--- src/rtl/wave_layer_engine_if.sv ---
// Pixel/config bus for wave_layer_engine.
//   master: drives the timing-generator pixel stream (x, y, frame_active,
//           frame_start) and palette writes (cfg_we, cfg_addr, cfg_data);
//           receives the registered 2-bit-per-channel colour (r, g, b).
//   slave : the renderer side of the same signals.
interface wave_layer_engine_if;
  logic [9:0] x;
  logic [8:0] y;
  logic       frame_active;
  logic       frame_start;
  logic       cfg_we;
  logic [1:0] cfg_addr;
  logic [5:0] cfg_data;
  logic [1:0] r;
  logic [1:0] g;
  logic [1:0] b;

  modport master (
    output x, y, frame_active, frame_start, cfg_we, cfg_addr, cfg_data,
    input  r, g, b
  );

  modport slave (
    input  x, y, frame_active, frame_start, cfg_we, cfg_addr, cfg_data,
    output r, g, b
  );
endinterface

--- src/rtl/wave_layer_engine.sv ---
// Composites NUM_LAYERS scrolling, dithered sine-wave layers through a
// double-buffered palette and applies a frame-synchronous fade.
// Ports:
//   clk, rst_n : pixel clock, synchronous active-low reset
//   vid        : pixel stream + palette writes in, registered r/g/b out
//   enable     : 1 = fade in / stay on, 0 = fade out / stay off
//   pause      : freezes the animation counter
//   level      : current brightness 0..3
//   busy       : high while fading
module wave_layer_engine #(
  parameter int unsigned NUM_LAYERS  = 2,
  parameter int unsigned CTR_BITS    = 10,
  parameter int unsigned FADE_FRAMES = 8
) (
  input  logic                 clk,
  input  logic                 rst_n,
  wave_layer_engine_if.slave   vid,
  input  logic                 enable,
  input  logic                 pause,
  output logic [1:0]           level,
  output logic                 busy
);

  typedef enum logic [1:0] {S_OFF, S_FADE_IN, S_ON, S_FADE_OUT} state_t;

  state_t              state_q, state_d;
  logic [1:0]          level_q, level_d;
  logic [7:0]          tick_q, tick_d;
  logic [CTR_BITS-1:0] ctr_q;
  logic [5:0]          shadow_q  [NUM_LAYERS];
  logic [5:0]          shadow_nx [NUM_LAYERS];
  logic [5:0]          active_q  [NUM_LAYERS];
  logic [NUM_LAYERS-1:0] hit;
  logic [5:0]          col;
  logic [1:0]          atten;

  function automatic logic [5:0] pal_default(input int unsigned i);
    case (i)
      0:       pal_default = 6'b00_11_11;
      1:       pal_default = 6'b11_00_11;
      2:       pal_default = 6'b11_11_00;
      default: pal_default = 6'b01_01_11;
    endcase
  endfunction

  // 16 + round(15*sin(2*pi*p/64)) folded onto a quarter-wave table.
  function automatic logic [4:0] wave_h(input logic [5:0] p);
    logic [4:0] k;
    logic [3:0] q;
    k = p[4] ? (5'd16 - {1'b0, p[3:0]}) : {1'b0, p[3:0]};
    case (k)
      5'd0:    q = 4'd0;
      5'd1:    q = 4'd1;
      5'd2:    q = 4'd3;
      5'd3:    q = 4'd4;
      5'd4:    q = 4'd6;
      5'd5:    q = 4'd7;
      5'd6:    q = 4'd8;
      5'd7:    q = 4'd10;
      5'd8:    q = 4'd11;
      5'd9:    q = 4'd12;
      5'd10:   q = 4'd12;
      5'd11:   q = 4'd13;
      5'd12:   q = 4'd14;
      5'd13:   q = 4'd14;
      default: q = 4'd15;
    endcase
    wave_h = p[5] ? (5'd16 - {1'b0, q}) : (5'd16 + {1'b0, q});
  endfunction

  function automatic logic [1:0] dim(input logic [1:0] c, input logic [1:0] a);
    dim = (c > a) ? (c - a) : 2'd0;
  endfunction

  // A write landing on the frame_start cycle must reach the active copy.
  always_comb begin
    for (int unsigned i = 0; i < NUM_LAYERS; i++) begin
      shadow_nx[i] = shadow_q[i];
      if (vid.cfg_we && (vid.cfg_addr == 2'(i)))
        shadow_nx[i] = vid.cfg_data;
    end
  end

  for (genvar i = 0; i < NUM_LAYERS; i++) begin : g_layer
    logic [9:0] ax;
    logic [5:0] phase;
    logic [4:0] ry;
    logic       mask;
    always_comb begin
      ax    = vid.x + (ctr_q[9:0] << i);
      phase = ax[8-i:3-i];
      ry    = vid.y[8-i:4-i];
      mask  = (i == 0) ? (vid.x[0] ^ vid.y[0]) : (vid.x[0] & vid.y[0]);
      hit[i] = (ry > wave_h(phase)) & mask;
    end
  end

  always_comb begin
    logic found;
    col   = '0;
    found = 1'b0;
    for (int unsigned i = 0; i < NUM_LAYERS; i++) begin
      if (hit[i] && !found) begin
        col   = active_q[i];
        found = 1'b1;
      end
    end
    if (!vid.frame_active)
      col = '0;
    atten = 2'd3 - level_q;
  end

  always_ff @(posedge clk) begin
    if (!rst_n) begin
      ctr_q <= '0;
      vid.r <= '0;
      vid.g <= '0;
      vid.b <= '0;
      for (int unsigned i = 0; i < NUM_LAYERS; i++) begin
        shadow_q[i] <= pal_default(i);
        active_q[i] <= pal_default(i);
      end
    end else begin
      if (vid.frame_start && !pause)
        ctr_q <= ctr_q + 1'b1;
      for (int unsigned i = 0; i < NUM_LAYERS; i++) begin
        shadow_q[i] <= shadow_nx[i];
        if (vid.frame_start)
          active_q[i] <= shadow_nx[i];
      end
      vid.r <= dim(col[5:4], atten);
      vid.g <= dim(col[3:2], atten);
      vid.b <= dim(col[1:0], atten);
    end
  end

  always_ff @(posedge clk) begin
    if (!rst_n) begin
      state_q <= S_OFF;
      level_q <= '0;
      tick_q  <= '0;
    end else begin
      state_q <= state_d;
      level_q <= level_d;
      tick_q  <= tick_d;
    end
  end

  always_comb begin
    state_d = state_q;
    level_d = level_q;
    tick_d  = tick_q;
    busy    = 1'b0;
    case (state_q)
      S_OFF: begin
        level_d = '0;
        if (enable) begin
          state_d = S_FADE_IN;
          tick_d  = '0;
        end
      end
      S_FADE_IN: begin
        busy = 1'b1;
        if (!enable) begin
          state_d = S_FADE_OUT;
          tick_d  = '0;
        end else if (vid.frame_start) begin
          if (tick_q == 8'(FADE_FRAMES - 1)) begin
            tick_d  = '0;
            level_d = level_q + 1'b1;
            if (level_q == 2'd2)
              state_d = S_ON;
          end else begin
            tick_d = tick_q + 1'b1;
          end
        end
      end
      S_ON: begin
        level_d = 2'd3;
        if (!enable) begin
          state_d = S_FADE_OUT;
          tick_d  = '0;
        end
      end
      default: begin
        busy = 1'b1;
        if (enable) begin
          state_d = S_FADE_IN;
          tick_d  = '0;
        end else if (vid.frame_start) begin
          if (tick_q == 8'(FADE_FRAMES - 1)) begin
            tick_d  = '0;
            level_d = level_q - 1'b1;
            if (level_q == 2'd1)
              state_d = S_OFF;
          end else begin
            tick_d = tick_q + 1'b1;
          end
        end
      end
    endcase
  end

  assign level = level_q;

endmodule

--- src/flat_wrapper.sv ---
// flat-port wrapper written by rule: the top's interface ports become plain ports
module wave_layer_engine_flat 
#(
  parameter int unsigned NUM_LAYERS  = 2,
  parameter int unsigned CTR_BITS    = 10,
  parameter int unsigned FADE_FRAMES = 8
)
  (clk, rst_n, enable, pause, level, busy, vid_x, vid_y, vid_frame_active, vid_frame_start, vid_cfg_we, vid_cfg_addr, vid_cfg_data, vid_r, vid_g, vid_b);
  wave_layer_engine_if vid_i ();
  input  logic clk;
  input  logic rst_n;
  input  logic enable;
  input  logic pause;
  output logic [1:0] level;
  output logic busy;
  input wire logic [$bits(vid_i.x)-1:0] vid_x;
  input wire logic [$bits(vid_i.y)-1:0] vid_y;
  input wire logic [$bits(vid_i.frame_active)-1:0] vid_frame_active;
  input wire logic [$bits(vid_i.frame_start)-1:0] vid_frame_start;
  input wire logic [$bits(vid_i.cfg_we)-1:0] vid_cfg_we;
  input wire logic [$bits(vid_i.cfg_addr)-1:0] vid_cfg_addr;
  input wire logic [$bits(vid_i.cfg_data)-1:0] vid_cfg_data;
  output wire logic [$bits(vid_i.r)-1:0] vid_r;
  output wire logic [$bits(vid_i.g)-1:0] vid_g;
  output wire logic [$bits(vid_i.b)-1:0] vid_b;
  assign vid_i.x = vid_x;
  assign vid_i.y = vid_y;
  assign vid_i.frame_active = vid_frame_active;
  assign vid_i.frame_start = vid_frame_start;
  assign vid_i.cfg_we = vid_cfg_we;
  assign vid_i.cfg_addr = vid_cfg_addr;
  assign vid_i.cfg_data = vid_cfg_data;
  assign vid_r = vid_i.r;
  assign vid_g = vid_i.g;
  assign vid_b = vid_i.b;
  wave_layer_engine #(.NUM_LAYERS(NUM_LAYERS), .CTR_BITS(CTR_BITS), .FADE_FRAMES(FADE_FRAMES)) u_core (.clk(clk), .rst_n(rst_n), .vid(vid_i), .enable(enable), .pause(pause), .level(level), .busy(busy));
endmodule
--- config.mk ---
export PLATFORM = sky130hd
export DESIGN_NAME = wave_layer_engine_flat
export DESIGN_NICKNAME = d
export VERILOG_FILES = /design/src/rtl/wave_layer_engine_if.sv /design/src/rtl/wave_layer_engine.sv /design/src/flat_wrapper.sv
export SDC_FILE = /design/constraint.sdc
export NUM_CORES = 1
export LEC_CHECK = 0
export ABC_AREA = 1
export CAP_MARGIN = 20
export CORE_AREA = 2 2 89 91
export DETAILED_ROUTE_END_ITERATION = 10
export DIE_AREA = 0 0 91 93
export GPL_TIMING_DRIVEN = 0
export PLACE_DENSITY = 0.89
export SYNTH_ARGS = -nofsm -noshare
export SYNTH_HDL_FRONTEND = slang
export SYNTH_SLANG_ARGS = --single-unit
--- constraint.sdc ---
create_clock -name clk -period 9.65 [get_ports clk]
set_input_delay 1.93 -clock clk [delete_from_list [all_inputs] [get_ports clk]]
set_output_delay 1.93 -clock clk [all_outputs]
set_load 0.01 [all_outputs]
==> metrics.md, run 1 <==
| Metric | Value |
|---|---|
| Status | `completed` |
| Worst hold path depth | `2` |
| Post-Synthesis Cells | `597` |
| Diodes inserted | `0` |
| Routed WL per cell | `12.1 um` |
| Rows | `32` |
| Static Leak | `2.28 nW` |
| Worst r2r src | `u_core.ctr_q[3]` |
| TritonRoute pass-1 iters | `4` |
| H-tree levels | `2` |
| Fmax | `141 MHz` |
| Clock sinks | `51` |
| Via density | `5.23` |
| Worst Setup Path Type | `input pin to flip-flop` |
| Worst vdd rail ir drop | `0.000148 V` |
| Postcts setup bufs | `0` |
| Chip Width | `91 um` |
| # DRC | `0` |
| Final net count | `722` |
| Commonest cells after routing, fill and taps aside | `145 x nand2_1, 96 x inv_1, 49 x nor2_1` |
| Cts bufs inserted | `5` |
| Number of global-route vias before repair | `3858` |
| Synth unique cells | `42` |
| Crit-path max cell delay | `0.49 ns` |
| Final worst-path cycle share | `73.5%` |
| Port Buffer Count | `39` |
| Clock latency on the worst-skew pair | `0.31 ns` |
| Sw Share | `37.7%` |
| Max-cap check violation count | `0` |
| Skew final | `0.00954 ns` |
| Gr usage total | `21.7%` |
| Worst EP arrival | `7.30 ns` |
| Vias after detailed routing | `3905` |
| Sequential power share | `36.1%` |
| Final Setup Violations | `0` |
| RSZ-0062 raised after global routing | `false` |
| Most common cell after layout, fill and taps aside | `nand2_1` |
| Synthesized Nets | `676` |
| Asr flop ratio synth | `0%` |
| CTS Root Cell | `clkbuf_8` |
| Initial Util | `54.6%` |
| Final antenna-violating net count | `0` |
| Post-DP HPWL | `7.48 mm` |
| Reg2Reg Setup Slack | `4.20 ns` |
| Placer Congestion | `0.881` |
| Min Tclk post-route | `7.09 ns` |
| CP Max Fanout | `9` |
| Switch Pwr | `0.263 mW` |
| Crit path max-delay family | `adder cells` |
| Post-Route Utilization | `62.9%` |
| Clock network fraction of total power | `21.6%` |
| Number of synthesized flops with an enable pin | `12` |
| Sequential-to-total area share from yosys stat | `27.8%` |
| Hold endpoint | `u_core.shadow_q[0][11]` |
| Largest net degree at the start of global routing | `17` |
| Yosys reg bits | `51` |
| Iteration-0 DRC Markers | `114` |
| P&R area growth vs syn | `15.4%` |
| Die Area | `8460 um2` |
| # hold bufs at CTS | `0` |
| Worst Path Buf+Inv | `5` |
| Initial antenna violation count | `0` |
| Die height | `93 um` |
| P_int | `0.434 mW` |
| Reg2reg end | `u_core.vid.g[1]` |
| Cell mode on critical path | `nand2_1` |
| Final hold vios | `0` |
| Synthesized area per cell | `6.88 um2` |
| Layout cells sized above 1 | `7.92%` |
| Critical Path RT | `9.86 ns` |
| Clock transition at path regs | `0.09 ns` |
| GRT Residual Overflow | `0` |
| CTS tree | `yes` |
| CTS max path bufs | `2` |
| Worst Hold Class | `flip-flop to flip-flop` |
| IO Count | `43` |
| Setup TNS | `0 ns` |
| First-pass GRT wire length | `15.5 mm` |
| WL final | `9.00 mm` |
| Worst reg2reg path depth | `31` |
| CP Launch Type | `input pin` |
| Core footprint | `7530 um2` |
| CP Capture Type | `flip-flop` |
| Fillers | `681` |
| Slew headroom | `58.5%` |
| Slew of the pin with the lowest slew margin | `0.620 ns` |
| Slew Viols, Final | `0` |
| Slowest CP cell | `fa_1` |
| Synth Cell Area | `4110 um2` |
| Post-CTS Resized | `0` |
| Synth Flop Type | `dfxtp_1` |
| Critical hold path startpoint | `u_core.shadow_q[0][11]` |
| Combinational power share | `42.3%` |
| Warnings from Yosys | `0` |
| Pwr Density | `147 nW/um2` |
==> worst register-to-register path, delay by kind of cell (launching register included) <==
kind / cells / cell delay [ns]
xor gates and xnor gates: 1 / 0.10
and+or+nand+nor: 16 / 1.70
DFF: 1 / 0.46
adders and majority gates: 6 / 1.73
AOI/OAI and AO/OA: 4 / 1.11
buffers and inverters: 4 / 0.28
==> cell type report <==
| type | count | area, um2 | area share (%) |
|---|---|---|---|
| clock buffers | 5 | 68.8 | 1.45 |
| inverters | 105 | 394 | 8.32 |
| repair buffers | 39 | 390 | 8.24 |
| well taps | 102 | 128 | 2.69 |
| multi-input cells | 436 | 2550 | 53.9 |
| clock inverters | 3 | 43.8 | 0.924 |
| plain buffers | 5 | 18.8 | 0.396 |
| flip-flops and latches | 51 | 1140 | 24.1 |
==> routing by layer <==
| metal | up-vias | share of wire [%] | track usage [%] |
|---|---|---|---|
| met4 | 0 | 1.6 | 6.82 |
| li1 | 2030 | - | - |
| met3 | 14 | 2.5 | 2.58 |
| met1 | 1800 | 43 | 23.5 |
| met5 | - | 0 | 0 |
| met2 | 61 | 53 | 43.6 |
==> stage by stage <==
stage / power (mW) / instances / setup WS, ns / cell area [um2] / hold WS (ns)
2_1_floorplan: 0.457 / 597 / 3.54 / 4110 / 0.419
6_report: 0.696 / 746 / 2.56 / 4740 / 0.454
3_3_place_gp: 0.524 / 738 / 2.52 / 4620 / 0.431
4_1_cts: 0.698 / 746 / 2.56 / 4740 / 0.457
3_5_place_dp: 0.548 / 738 / 2.28 / 4620 / 0.434
5_1_grt: 0.752 / 746 / 1.99 / 4740 / 0.485
==> Yosys cell counts, types with 5 or more instances <==
library cell	n	area, um2
nand3b_1	5	37.5
clkbuf_1	5	18.8
nor3_1	15	75.1
dfxtp_1	39	781
nor2_1	49	184
nand4_1	5	31.3
xnor2_1	5	43.8
nand2_2	16	100
ha_1	41	513
o21ai_0	31	155
nand3_1	43	215
inv_1	96	360
nand2_4	5	56.3
nand2_1	145	544
a21oi_1	32	160
inv_2	8	30.0
edfxtp_1	12	360
==> power groups by stage <==
stage	registers, mW	logic, mW	clock network (mW)
after floorplan	0.255	0.201	0
after global placement	0.255	0.269	0
after detailed placement	0.256	0.292	0
after CTS	0.251	0.294	0.152
after global routing	0.254	0.339	0.159
final	0.251	0.294	0.151
==> cells by family (layout without fill, tap and decap cells) <==
family	count (synthesis)	in the layout	share of synthesized area, %
simple gates	299	299	33.9
buf+inv	110	157	10.1
compound gates	83	83	11.7
flops	51	51	27.8
fa+ha+maj	45	45	14.4
xor+xnor	8	8	1.89
mux	1	1	0.244
==> worst max-delay path by stage <==
stage | start | to | slack, ns | depth (start not counted)
floorplan | vid_x[3] | u_core.vid.g[1] | 3.54 | 31
global placement | vid_x[3] | u_core.vid.g[1] | 2.52 | 32
detailed placement | vid_x[3] | u_core.vid.r[1] | 2.28 | 32
CTS | vid_x[3] | u_core.vid.g[1] | 2.56 | 32
global route | vid_x[3] | u_core.vid.g[1] | 1.99 | 31
finish | vid_x[3] | u_core.vid.g[1] | 2.56 | 32
==> flip-flops by register name (all words and copies together), names as in the netlist <==
signal,count
u_core.active_q,12
u_core.ctr_q,9
u_core.level,2
u_core.shadow_q,12
u_core.state_q,2
u_core.tick_q,8
u_core.vid.b,2
u_core.vid.g,2
u_core.vid.r,2
Note: power is estimated with default switching activity, not from simulation.
==> inputs of run 2 (changes only) <==
CORE_AREA = 2 2 92 94   (was 2 2 89 91)
DIE_AREA = 0 0 94 96   (was 0 0 91 93)
PLACE_DENSITY = 0.87   (was 0.89)
clock period = 5.9 ns   (was 9.65 ns; I/O delays follow)
==> run 2 against run 1 <==
Critical path depth fell by 1. Sequential power rose by 64%. Cell count rose by 1.9%. Combinational power rose by 76%. Global-route usage fell by 1.5 points. Clock skew fell by 0.0029 ns. Largest power group unchanged. Hold slack improved by 0.0032 ns. Register-to-register slack got worse by 3.1 ns.
==> metrics.md, run 2 (same netlist as run 1, synthesis figures left out) <==
| Metric | Value |
|---|---|
| Status | `completed (unchanged)` |
| TritonRoute pass-1 iters | `4 (unchanged)` |
| Slowest CP cell | `clkdlybuf4s50_1 (was fa_1)` |
| Worst reg2reg path depth | `27 (was 31)` |
| Post-route cell area | `4930 um2 (was 4740 um2)` |
| Worst Hold Class | `flip-flop to flip-flop (unchanged)` |
| Final net count | `733 (was 722)` |
| WL final | `9.08 mm (was 9.00 mm)` |
| CP Max Fanout | `6 (was 9)` |
| CTS max path bufs | `2 (unchanged)` |
| Rows | `33 (was 32)` |
| Clock latency on the worst-skew pair | `0.30 ns (was 0.31 ns)` |
| Reg2reg end | `u_core.vid.g[1] (unchanged)` |
| Worst EP arrival | `5.77 ns (was 7.30 ns)` |
| Slew of the pin with the lowest slew margin | `0.545 ns (was 0.620 ns)` |
| Clock transition at path regs | `0.08 ns (was 0.09 ns)` |
| CTS tree | `yes (unchanged)` |
| Most common cell after layout, fill and taps aside | `nand2_1 (unchanged)` |
| Static Leak | `2.35 nW (was 2.28 nW)` |
| Skew final | `0.00661 ns (was 0.00954 ns)` |
| # hold bufs at CTS | `0 (unchanged)` |
| H-tree levels | `2 (unchanged)` |
| Critical Path RT | `6.08 ns (was 9.86 ns)` |
| GR peak layer | `met2 (unchanged)` |
| Largest net degree at the start of global routing | `16 (was 17)` |
| Met1 Usage GRT | `23.4% (was 23.5%)` |
| Setup ws final | `0.308 ns (was 2.56 ns)` |
| Post-Route Utilization | `61.3% (was 62.9%)` |
| Pwr Density | `227 nW/um2 (was 147 nW/um2)` |
| Final worst-path cycle share | `94.8%` |
| Final Non-Filler Cells | `760 (was 746)` |
| Slew headroom | `63.7% (was 58.5%)` |
| Min Tclk post-route | `5.59 ns` |
| # DRC | `0 (unchanged)` |
| Commonest cells after routing, fill and taps aside | `141 x nand2_1, 95 x inv_1, 47 x nor2_1 (was 145 x nand2_1, 96 x inv_1, 49 x nor2_1)` |
| Crit-path max cell delay | `0.45 ns (was 0.49 ns)` |
| P&R area growth vs syn | `20.2% (was 15.4%)` |
| Met3 GRT Util | `1.88% (was 2.58%)` |
| CP startpoint | `vid_x[4] (was vid_x[3])` |
| Timing endpoint of the critical path | `u_core.vid.r[1] (was u_core.vid.g[1])` |
| Iteration-0 DRC Markers | `177 (was 114)` |
| Initial antenna violation count | `0 (unchanged)` |
| Via density | `5.22 (was 5.23)` |
| CP Launch Type | `input pin (unchanged)` |
| Fmax | `179 MHz` |
| DP Area | `4630 um2 (was 4620 um2)` |
| CP Capture Type | `flip-flop (unchanged)` |
| Gr usage total | `20.2% (was 21.7%)` |
| Worst vdd rail ir drop | `0.000189 V (was 0.000148 V)` |
| Cts bufs inserted | `5 (unchanged)` |
| Max-cap check violation count | `0 (unchanged)` |
| Diodes inserted | `0 (unchanged)` |
| Dpl ws | `-0.709 ns (was 2.28 ns)` |
| Final hold vios | `0 (unchanged)` |
| CTS Root Cell | `clkbuf_8 (unchanged)` |
| Chip Width | `94 um (was 91 um)` |
| Fillers | `692 (was 681)` |
| Reg2Reg Setup Slack | `1.12 ns (was 4.20 ns)` |
| Number of global-route vias before repair | `3830 (was 3858)` |
| Final antenna-violating net count | `0 (unchanged)` |
| Post-DP HPWL | `7.11 mm (was 7.48 mm)` |
| Post-Place Cells | `741 (was 738)` |
| GRT Residual Overflow | `0 (unchanged)` |
| Pwr Total | `1.12 mW (was 0.696 mW)` |
| Worst Setup Path Type | `input pin to flip-flop (unchanged)` |
| Worst r2r src | `u_core.ctr_q[1] (was u_core.ctr_q[3])` |
| Layout cells sized above 1 | `13.0% (was 7.92%)` |
| Slew Viols, Final | `0 (unchanged)` |
| Placer Congestion | `0.912 (was 0.881)` |
| Routed WL per cell | `12.0 um (was 12.1 um)` |
| Biggest regs | `u_core.active_q: 12 flops, u_core.shadow_q: 12 flops, u_core.ctr_q: 9 flops (unchanged)` |
| Cell mode on critical path | `nand2_1 (unchanged)` |
| IO Count | `43 (unchanged)` |
| Die Area | `9020 um2 (was 8460 um2)` |
| Vias after detailed routing | `3968 (was 3905)` |
| Clock sinks | `51 (unchanged)` |
| Met2 GRT Util | `39.9% (was 43.6%)` |
| Final Setup Violations | `0 (unchanged)` |
| Core footprint | `8050 um2 (was 7530 um2)` |
| Initial Util | `51.0% (was 54.6%)` |
| First-pass GRT wire length | `15.2 mm (was 15.5 mm)` |
| Die height | `96 um (was 93 um)` |
| Port Buffer Count | `39 (unchanged)` |
[run 2: worst min-delay path by stage]
stage / from / to / slack, ns / cells past startpoint
floorplan: u_core.shadow_q[0][10] / u_core.shadow_q[0][10] / 0.42 / 2
finish: u_core.shadow_q[0][11] / u_core.shadow_q[0][11] / 0.46 / 2
global placement: u_core.shadow_q[0][11] / u_core.shadow_q[0][11] / 0.43 / 2
detailed placement: u_core.shadow_q[0][11] / u_core.shadow_q[0][11] / 0.44 / 2
CTS: u_core.shadow_q[0][11] / u_core.shadow_q[0][11] / 0.46 / 2
global route: u_core.shadow_q[0][11] / u_core.shadow_q[0][11] / 0.50 / 2
[run 2: per-layer routing]
metal / up-vias / wire length, um
li1: 2051 / -
met4: 0 / 92
met5: - / 0
met3: 11 / 273
met1: 1821 / 3980
met2: 85 / 4740
[run 2: area by class of cell]
| type | instances | area [um2] | share of cell area, % |
|---|---|---|---|
| clock inverter | 2 | 12.5 | 0.254 |
| multi-input combinational | 436 | 2680 | 54.4 |
| timing repair buffer | 50 | 480 | 9.74 |
| tap | 105 | 131 | 2.66 |
| buffer | 5 | 18.8 | 0.380 |
| sequential | 51 | 1140 | 23.1 |
| inverter | 105 | 394 | 7.99 |
| clock buffer | 6 | 72.6 | 1.47 |
[run 2: what timing repair did]
action | in CTS | in global routing
gates resized for setup | 3 | 29
pin swaps | 3 | 12
setup endpoints to repair | 6 | 6
cloned | 0 | 0
buffers inserted | 5 | 6
[run 2: metrics by stage]
stage          setup TNS, ns  hold WS, ns
2_1_floorplan              0        0.419
3_3_place_gp           -1.95        0.433
3_5_place_dp           -3.58        0.437
4_1_cts                    0        0.457
5_1_grt              -0.0617        0.496
6_report                   0        0.457
[run 2: critical path, delay by kind of cell]
kind | cells | cell delay [ns]
xor gates and xnor gates | 1 | 0.10
and+or+nand+nor | 16 | 1.45
buffers and inverters | 5 | 0.87
adders and majority gates | 5 | 1.46
AOI/OAI and AO/OA | 4 | 0.70
[run 2: power breakdown]
part | switching [mW] | internal (mW)
clock network | 0.109 | 0.0830
logic | 0.296 | 0.220
registers | 0.0283 | 0.383
total | 0.433 | 0.686
